## src/rtl/pc_sequencer.sv

```systemverilog
// Fetch-stage program counter: boot/run/halt/fault sequencing, next-PC selection,
// stall-time redirect capture and fetch-window legality checking.
module pc_sequencer #(
  parameter logic [31:0] RESET_PC    = 32'h0000_3000,
  parameter int unsigned IM_WORDS    = 4096,
  parameter int unsigned BOOT_CYCLES = 2
) (
  input  logic        clk,
  input  logic        reset,
  input  logic        stall,
  input  logic        br_valid,
  input  logic        br_taken,
  input  logic [31:0] br_target,
  input  logic        j_valid,
  input  logic [25:0] j_index,
  input  logic        jr_valid,
  input  logic [31:0] jr_target,
  input  logic        halt_req,
  output logic [31:0] pc,
  output logic [31:0] pc_plus4,
  output logic        fetch_valid,
  output logic [1:0]  state,
  output logic [31:0] exc_pc
);

  typedef enum logic [1:0] {
    S_BOOT  = 2'b00,
    S_RUN   = 2'b01,
    S_HALT  = 2'b10,
    S_FAULT = 2'b11
  } state_e;

  localparam logic [32:0] WIN_LO   = {1'b0, RESET_PC};
  localparam logic [32:0] WIN_HI   = WIN_LO + (33'(IM_WORDS) * 33'd4);
  localparam logic [3:0]  BOOT_END = 4'(BOOT_CYCLES - 1);

  state_e      state_q, state_d;
  logic [31:0] pc_q, pc_d;
  logic [3:0]  boot_cnt_q, boot_cnt_d;
  logic        pend_valid_q, pend_valid_d;
  logic [31:0] pend_tgt_q, pend_tgt_d;
  logic [31:0] exc_q, exc_d;

  logic [31:0] j_tgt;
  logic        redir_valid;
  logic [31:0] redir_tgt;
  logic [31:0] cand;
  logic        cand_legal;

  assign pc_plus4 = pc_q + 32'd4;
  assign j_tgt    = {pc_plus4[31:28], j_index, 2'b00};

  always_comb begin
    redir_valid = jr_valid | j_valid | (br_valid & br_taken);
    redir_tgt   = br_target;
    if (jr_valid)     redir_tgt = jr_target;
    else if (j_valid) redir_tgt = j_tgt;
  end

  always_comb begin
    cand = pc_plus4;
    if (pend_valid_q)     cand = pend_tgt_q;
    else if (redir_valid) cand = redir_tgt;
  end

  // 33-bit compare so a window ending at 2^32 cannot overflow
  assign cand_legal = (cand[1:0] == 2'b00) &&
                      ({1'b0, cand} >= WIN_LO) &&
                      ({1'b0, cand} <  WIN_HI);

  always_comb begin
    state_d      = state_q;
    pc_d         = pc_q;
    boot_cnt_d   = boot_cnt_q;
    pend_valid_d = pend_valid_q;
    pend_tgt_d   = pend_tgt_q;
    exc_d        = exc_q;
    unique case (state_q)
      S_BOOT: begin
        if (boot_cnt_q == BOOT_END) state_d = S_RUN;
        else                        boot_cnt_d = boot_cnt_q + 4'd1;
      end
      S_RUN: begin
        if (stall) begin
          if (redir_valid) begin
            pend_valid_d = 1'b1;
            pend_tgt_d   = redir_tgt;
          end
        end else if (halt_req) begin
          state_d      = S_HALT;
          pend_valid_d = 1'b0;
        end else begin
          pend_valid_d = 1'b0;
          if (cand_legal) begin
            pc_d = cand;
          end else begin
            state_d = S_FAULT;
            exc_d   = cand;
          end
        end
      end
      S_HALT:  ;
      S_FAULT: ;
      default: state_d = S_FAULT;
    endcase
  end

  always_ff @(posedge clk or negedge reset) begin
    if (!reset) begin
      state_q      <= S_BOOT;
      pc_q         <= RESET_PC;
      boot_cnt_q   <= '0;
      pend_valid_q <= 1'b0;
      pend_tgt_q   <= '0;
      exc_q        <= '0;
    end else begin
      state_q      <= state_d;
      pc_q         <= pc_d;
      boot_cnt_q   <= boot_cnt_d;
      pend_valid_q <= pend_valid_d;
      pend_tgt_q   <= pend_tgt_d;
      exc_q        <= exc_d;
    end
  end

  assign pc          = pc_q;
  assign state       = state_q;
  assign fetch_valid = (state_q == S_RUN);
  assign exc_pc      = exc_q;

endmodule

```

## config.mk

```make
export PLATFORM = sky130hd
export DESIGN_NAME = pc_sequencer
export DESIGN_NICKNAME = d
export VERILOG_FILES = /design/src/rtl/pc_sequencer.sv
export SDC_FILE = /design/constraint.sdc
export NUM_CORES = 1
export LEC_CHECK = 0
export BUFFER_PORTS_ARGS = -buffer_cell sky130_fd_sc_hd__buf_2
export CAP_MARGIN = 20
export CELL_PAD_IN_SITES_DETAIL_PLACEMENT = 1
export CELL_PAD_IN_SITES_GLOBAL_PLACEMENT = 1
export CORE_MARGIN = 2
export CORE_UTILIZATION = 38
export CTS_CLUSTER_SIZE = 30
export DETAILED_ROUTE_END_ITERATION = 12
export GPL_ROUTABILITY_DRIVEN = 0
export MAX_ROUTING_LAYER = met4
export PLACE_DENSITY_LB_ADDON = 0.1
export SLEW_MARGIN = 0
export SYNTH_ARGS = -nofsm -noshare
export SYNTH_HDL_FRONTEND = slang
export SYNTH_SLANG_ARGS = --single-unit
```

## constraint.sdc

```tcl
create_clock -name clk -period 3.9 [get_ports clk]
set_input_delay 0.39 -clock clk [delete_from_list [all_inputs] [get_ports clk]]
set_output_delay 0.39 -clock clk [all_outputs]
set_load 0.005 [all_outputs]
```

==> results of run 1 <==
==> state kept, by name, summed over array words and instances, names as in the netlist <==
| name | count |
|---|---|
| boot_cnt_q | 4 |
| exc_pc | 32 |
| pc | 32 |
| pend_tgt_q | 32 |
| pend_valid_q | 1 |
| state | 2 |
==> worst max-delay path by stage <==
stage	from	slack, ns	to	cells after the start
final	pc[2]	0.32	exc_pc[3]	11
after global placement	pc[4]	0.46	exc_pc[14]	10
after global routing	pc[4]	0.02	exc_pc[3]	10
after detailed placement	pc[4]	0.35	exc_pc[3]	10
after floorplan	pc[13]	0.62	exc_pc[0]	12
after CTS	pc[4]	0.33	exc_pc[3]	10
==> cells in the mapped netlist, drive strengths merged, types with 4 or more instances <==
| library cell | count | area [µm²] |
|---|---|---|
| nand4 | 17 | 119 |
| mux2 | 29 | 360 |
| and4 | 5 | 43.8 |
| a221o | 4 | 40.0 |
| a22oi | 6 | 45.0 |
| a22o | 6 | 52.6 |
| nand2 | 77 | 297 |
| o211ai | 18 | 135 |
| clkbuf | 28 | 105 |
| buf | 19 | 124 |
| xnor2 | 18 | 158 |
| a21boi | 4 | 30.0 |
| nor2 | 62 | 235 |
| nand3 | 12 | 60.1 |
| nor2b | 16 | 100 |
| mux2i | 26 | 260 |
| a21oi | 29 | 145 |
| o31ai | 4 | 30.0 |
| inv | 22 | 82.6 |
| and3 | 5 | 31.3 |
| nor4 | 15 | 106 |
| xor2 | 10 | 87.6 |
| a21o | 5 | 37.5 |
| or2 | 4 | 25.0 |
| dfrtp | 101 | 2530 |
| o2bb2ai | 10 | 100 |
| or3 | 5 | 31.3 |
| o21ai | 56 | 284 |
| nor3 | 17 | 90.1 |
| a211oi | 5 | 42.5 |
==> per-layer routing <==
layer | vias to the layer above | track usage [%] | routed length, µm
li1 | 2842 | - | -
met1 | 3007 | 33.8 | 9870
met2 | 221 | 45.0 | 11000
met3 | 37 | 4.44 | 1260
met4 | 0 | 9.72 | 706
met5 | - | - | 0
==> worst max-delay path, cell delays in order, from the launching register on <==
cell and delay, ns:
dfrtp_1 0.36, ha_1 0.25, and4_1 0.30, nand4_1 0.30, nor4_1 0.39, xor2_1 0.20, a221o_1 0.38, nor4_1 0.33
nand4_2 0.25, nand2_4 0.31, buf_4 0.27, a22o_1 0.16
==> logic make-up (layout without fill, tap and decap cells) <==
family | after synthesis | in the layout | share of synthesized area (%)
AO/OA/AOI/OAI | 176 | 176 | 19.2
buffers and inverters | 69 | 268 | 5.03
AND/OR/NAND/NOR | 244 | 244 | 19.5
adder cells (fa/ha/maj) | 3 | 3 | 0.606
XOR/XNOR | 28 | 28 | 3.96
multiplexers | 55 | 55 | 10.0
flip-flops | 103 | 103 | 41.7
==> metrics by stage <==
| step | cell area [µm²] | cells | utilization, % | worst slack [ns] |
|---|---|---|---|---|
| after floorplan | 6190 | 678 | - | 0.624 |
| after CTS | 7790 | 1093 | 49.0 | 0.327 |
| after global placement | 7490 | 1077 | 47.2 | 0.463 |
| after detailed placement | 7490 | 1077 | 47.2 | 0.346 |
| final | 7790 | 1093 | 49.0 | 0.319 |
| after global routing | 7790 | 1093 | 49.0 | 0.0204 |
==> cell type report <==
class                   count  area, µm²
multi-input cells         506       3310
clock inverters             7       70.1
repair buffers            230       1250
fillers                  1957       8100
inverters                  22       82.6
well taps                 216        270
flip-flops and latches    103       2580
clock buffers               9        225
==> power by group <==
group	internal [µW]	switching, µW
Sequential	1190	93.7
Combinational	309	396
Clock	500	440
==> impl_metrics.py, run 1 <==
metrics = {
    "setup_path": {
        "crit_arrival_ns": 3.88,
        "cp_max_fo": 18,
        "end_kind": "register",
        "path_class": "reg2reg",
        "critPathRequiredTime_ns": 4.20,
        "r2r-start": "pc[2]",
        "rr_endpoint": "exc_pc[3]",
        "r2r_slack_ns": 0.32,
        "cp-start-kind": "register",
        "rr_worst_depth": 11,
    },
    "synthesis": {
        "ys_seq_area_share_pct": 41.7,
        "synth_edf_count": 0,
        "ys_seq_elements": 103,
        "syn-cell-area_um2": 6190,
        "synth.avg_cell_area_um2": 9.13,
        "synth_nets": 779,
        "synthFlopType": "dfrtp_1",
        "async_reset_ff_share_pct": 100,
        "ys_types": 71,
        "netlist_instances": 678,
        "yosys_warnings": 0,
    },
    "clocking": {
        "clock-sinks": 103,
        "clock_latency_ns": 0.36,
        "postCtsSetupRepairBufs": 0,
        "cts_resized": 0,
        "cts_hold_buf": 0,
        "cts_tree": "yes",
        "htreeDepth": 3,
        "clk_pin_slew_ns": 0.07,
        "cts-buffers-inserted": 9,
        "cts_buffer_depth": 2,
        "cts.root.buffer_cell": "clkbuf_16",
    },
    "drt": {
        "drtAntennaViolNets": 0,
        "drc_errors": 0,
        "firstDrtPassIters": 5,
        "drt-total-wl_um": 22800,
        "vias": 6107,
        "vias_per_cell": 5.59,
        "drtIter0Drc": 315,
        "wl_per_cell_um": 20.9,
    },
    "sta": {
        "min_period_over_period_pct": 91.8,
        "worst_slew_pin_slew_ns": 0.701,
        "holdWs_ns": 0.0426,
        "setup_viol": 0,
        "setup-tns-final_ns": 0,
        "clock_skew_ns": 0.00797,
        "rsz0062_at_grt": "no",
        "hold_viol": 0,
        "drv_slew": 0,
        "max_freq_mhz": 279,
        "max-slew-margin-rel_pct": 53.2,
        "period_minus_slack_ns": 3.58,
    },
    "global_routing": {
        "grt_pass1_vias": 6425,
        "grt_max_degree": 58,
        "grt_usage_pct": 27.2,
        "grt_overflow": 0,
        "antenna_found_initial": 0,
        "grt_pass1_wl_um": 36200,
    },
    "hold_path": {
        "hp-class": "in2async",
    },
    "power_and_ir_drop": {
        "power.density_nw_per_um2": 376,
        "leakagePower_uw": 0.00380,
        "total_power_uw": 2920,
        "ir_worst_vdd_v": 0.000192,
    },
    "layout": {
        "num-nets-final": 973,
        "drive_gt1_share_pct": 32.8,
        "antenna_cells": 0,
        "area_growth_pct": 25.8,
        "final_common_cell": "buf_2",
        "mostFrequentLayoutCells": "195 x buf_2, 101 x dfrtp_1, 76 x nand2_1",
    },
    "floorplanning": {
        "rows": 46,
        "io_pins": 197,
        "initial_core_util_pct": 39.0,
        "fp.dieW_um": 132,
        "die_h_um": 132,
        "dieArea_um2": 17300,
        "core_area_um2": 15900,
    },
    "job": {
        "cap_violations": 0,
    },
    "place": {
        "numPortBuffers": 196,
        "dp_hpwl_um": 17900,
    },
    "outcome": {
        "status": "finished clean",
    },
}
Power figures use the tool's default switching activity.
==> run 2, diff against run 1 <==
--- a/config.mk
+++ b/config.mk
@@ -10,7 +10,7 @@
 export CELL_PAD_IN_SITES_DETAIL_PLACEMENT = 1
 export CELL_PAD_IN_SITES_GLOBAL_PLACEMENT = 1
 export CORE_MARGIN = 2
-export CORE_UTILIZATION = 38
+export CORE_UTILIZATION = 41
 export CTS_CLUSTER_SIZE = 30
 export DETAILED_ROUTE_END_ITERATION = 12
 export GPL_ROUTABILITY_DRIVEN = 0
==> constraint.sdc (replaced) <==
create_clock -name clk -period 4.6 [get_ports clk]
set_input_delay 0.46 -clock clk [delete_from_list [all_inputs] [get_ports clk]]
set_output_delay 0.46 -clock clk [all_outputs]
set_load 0.005 [all_outputs]
==> impl_metrics.py, run 2 (synthesis results as in run 1) <==
metrics = {
    "global_routing": {
        "grt_max_degree": 69,
        "grt_pass1_wl_um": 35900,
        "grt_overflow": 0,
        "grt_pass1_vias": 6422,
        "antenna_found_initial": 0,
        "grt_usage_pct": 29.6,
    },
    "clocking": {
        "cts-buffers-inserted": 9,
        "htreeDepth": 3,
        "clk_pin_slew_ns": 0.07,
        "cts_buffer_depth": 2,
        "postCtsSetupRepairBufs": 0,
        "clock-sinks": 103,
        "cts_hold_buf": 0,
        "cts_tree": "yes",
        "cts.root.buffer_cell": "clkbuf_16",
        "cts_resized": 0,
        "clock_latency_ns": 0.36,
    },
    "sta": {
        "setup-tns-final_ns": 0,
        "hold_viol": 0,
        "period_minus_slack_ns": 4.20,
        "max_freq_mhz": 238,
        "clock_skew_ns": 0.00977,
        "min_period_over_period_pct": 91.3,
        "drv_slew": 0,
        "rsz0062_at_grt": "no",
        "max-slew-margin-rel_pct": 28.9,
        "setup_viol": 0,
        "worst_slew_pin_slew_ns": 1.06,
    },
    "floorplanning": {
        "rows": 44,
        "dieArea_um2": 16100,
        "fp.dieW_um": 127,
        "core_area_um2": 14600,
        "io_pins": 197,
        "initial_core_util_pct": 42.3,
        "die_h_um": 127,
    },
    "outcome": {
        "status": "finished clean",
    },
    "place": {
        "dp_cells": 1025,
        "numPortBuffers": 196,
        "dp_hpwl_um": 17500,
    },
    "power_and_ir_drop": {
        "leakagePower_uw": 0.00370,
        "ir_worst_vdd_v": 0.000197,
        "power.density_nw_per_um2": 324,
    },
    "drt": {
        "wl_per_cell_um": 21.7,
        "vias": 6104,
        "drt-total-wl_um": 22600,
        "firstDrtPassIters": 5,
        "vias_per_cell": 5.86,
        "drtAntennaViolNets": 0,
        "drc_errors": 0,
        "drtIter0Drc": 338,
    },
    "layout": {
        "area_growth_pct": 22.7,
        "drive_gt1_share_pct": 31.4,
        "antenna_cells": 0,
        "num-nets-final": 953,
        "n_fill_cell": 1758,
        "final_common_cell": "buf_2",
        "register_area_um2": 2580,
        "multi_input_comb_area_um2": 3310,
        "mostFrequentLayoutCells": "195 x buf_2, 101 x dfrtp_1, 75 x nand2_1",
        "layoutNonFillerInstCount": 1041,
    },
    "setup_path": {
        "cp-start-kind": "register",
        "end_kind": "register",
        "path_class": "reg2reg",
        "crit_arrival_ns": 4.44,
        "critPathRequiredTime_ns": 4.84,
        "cp_max_fo": 29,
    },
    "job": {
        "cap_violations": 0,
    },
    "hold_path": {
        "hp-class": "in2async",
    },
}
## run 2: metal layers
metal	track usage, %	share of wire [%]
met1	36.8	41
met3	3.84	5.8
met2	48.5	49
met4	13.6	4.2
met5	-	0
## run 2: worst max-delay path: stages (launching register included)
cell	delay [ns]
dfrtp_1	0.43
ha_1	0.27
and4_1	0.34
nand4_1	0.34
nor4_1	0.48
xor2_1	0.23
a221o_1	0.39
nor4_1	0.30
nand4_2	0.38
nand2_4	0.52
mux2_1	0.38
## run 2: power breakdown
part / internal [µW] / leakage (µW) / switching [µW]
Combinational: 243 / 0.00227 / 322
Clock: 440 / 0.000145 / 364
Sequential: 1010 / 0.00128 / 84.2
## run 2: cell type report
class	instances	area share [%]
tap	184	3.03
clock buffer	10	3.15
sequential	103	34.0
multi-input combinational	506	43.6
clock inverter	6	0.889
timing repair buffer	210	14.3
inverter	22	1.09
## run 2: final timing paths
kind,endpoint,from,slack [ns],depth (start not counted)
max in group asynchronous,pc[13],reset,3.25,2
min in group clk,state[1],halt_req,0.42,3
worst min register to register,exc_pc[26],exc_pc[26],0.48,1
worst max-delay path,exc_pc[21],pc[2],0.40,10
worst min-delay path,pc[27],reset,0.24,1
worst max register to register,exc_pc[21],pc[2],0.40,10
## run 2: metrics by stage
step / setup slack, ns / hold slack, ns / utilization, % / cell area, µm² / total power, µW
after floorplan: 1.32 / 0.164 / - / 6190 / 1420
after global placement: 0.668 / 0.461 / 49.8 / 7290 / 1650
after detailed placement: 0.452 / 0.469 / 49.8 / 7290 / 1670
after CTS: 0.440 / 0.270 / 51.9 / 7600 / 2480
after global routing: 0.193 / 0.313 / 51.9 / 7600 / 2590
final: 0.399 / 0.238 / 51.9 / 7600 / 2460
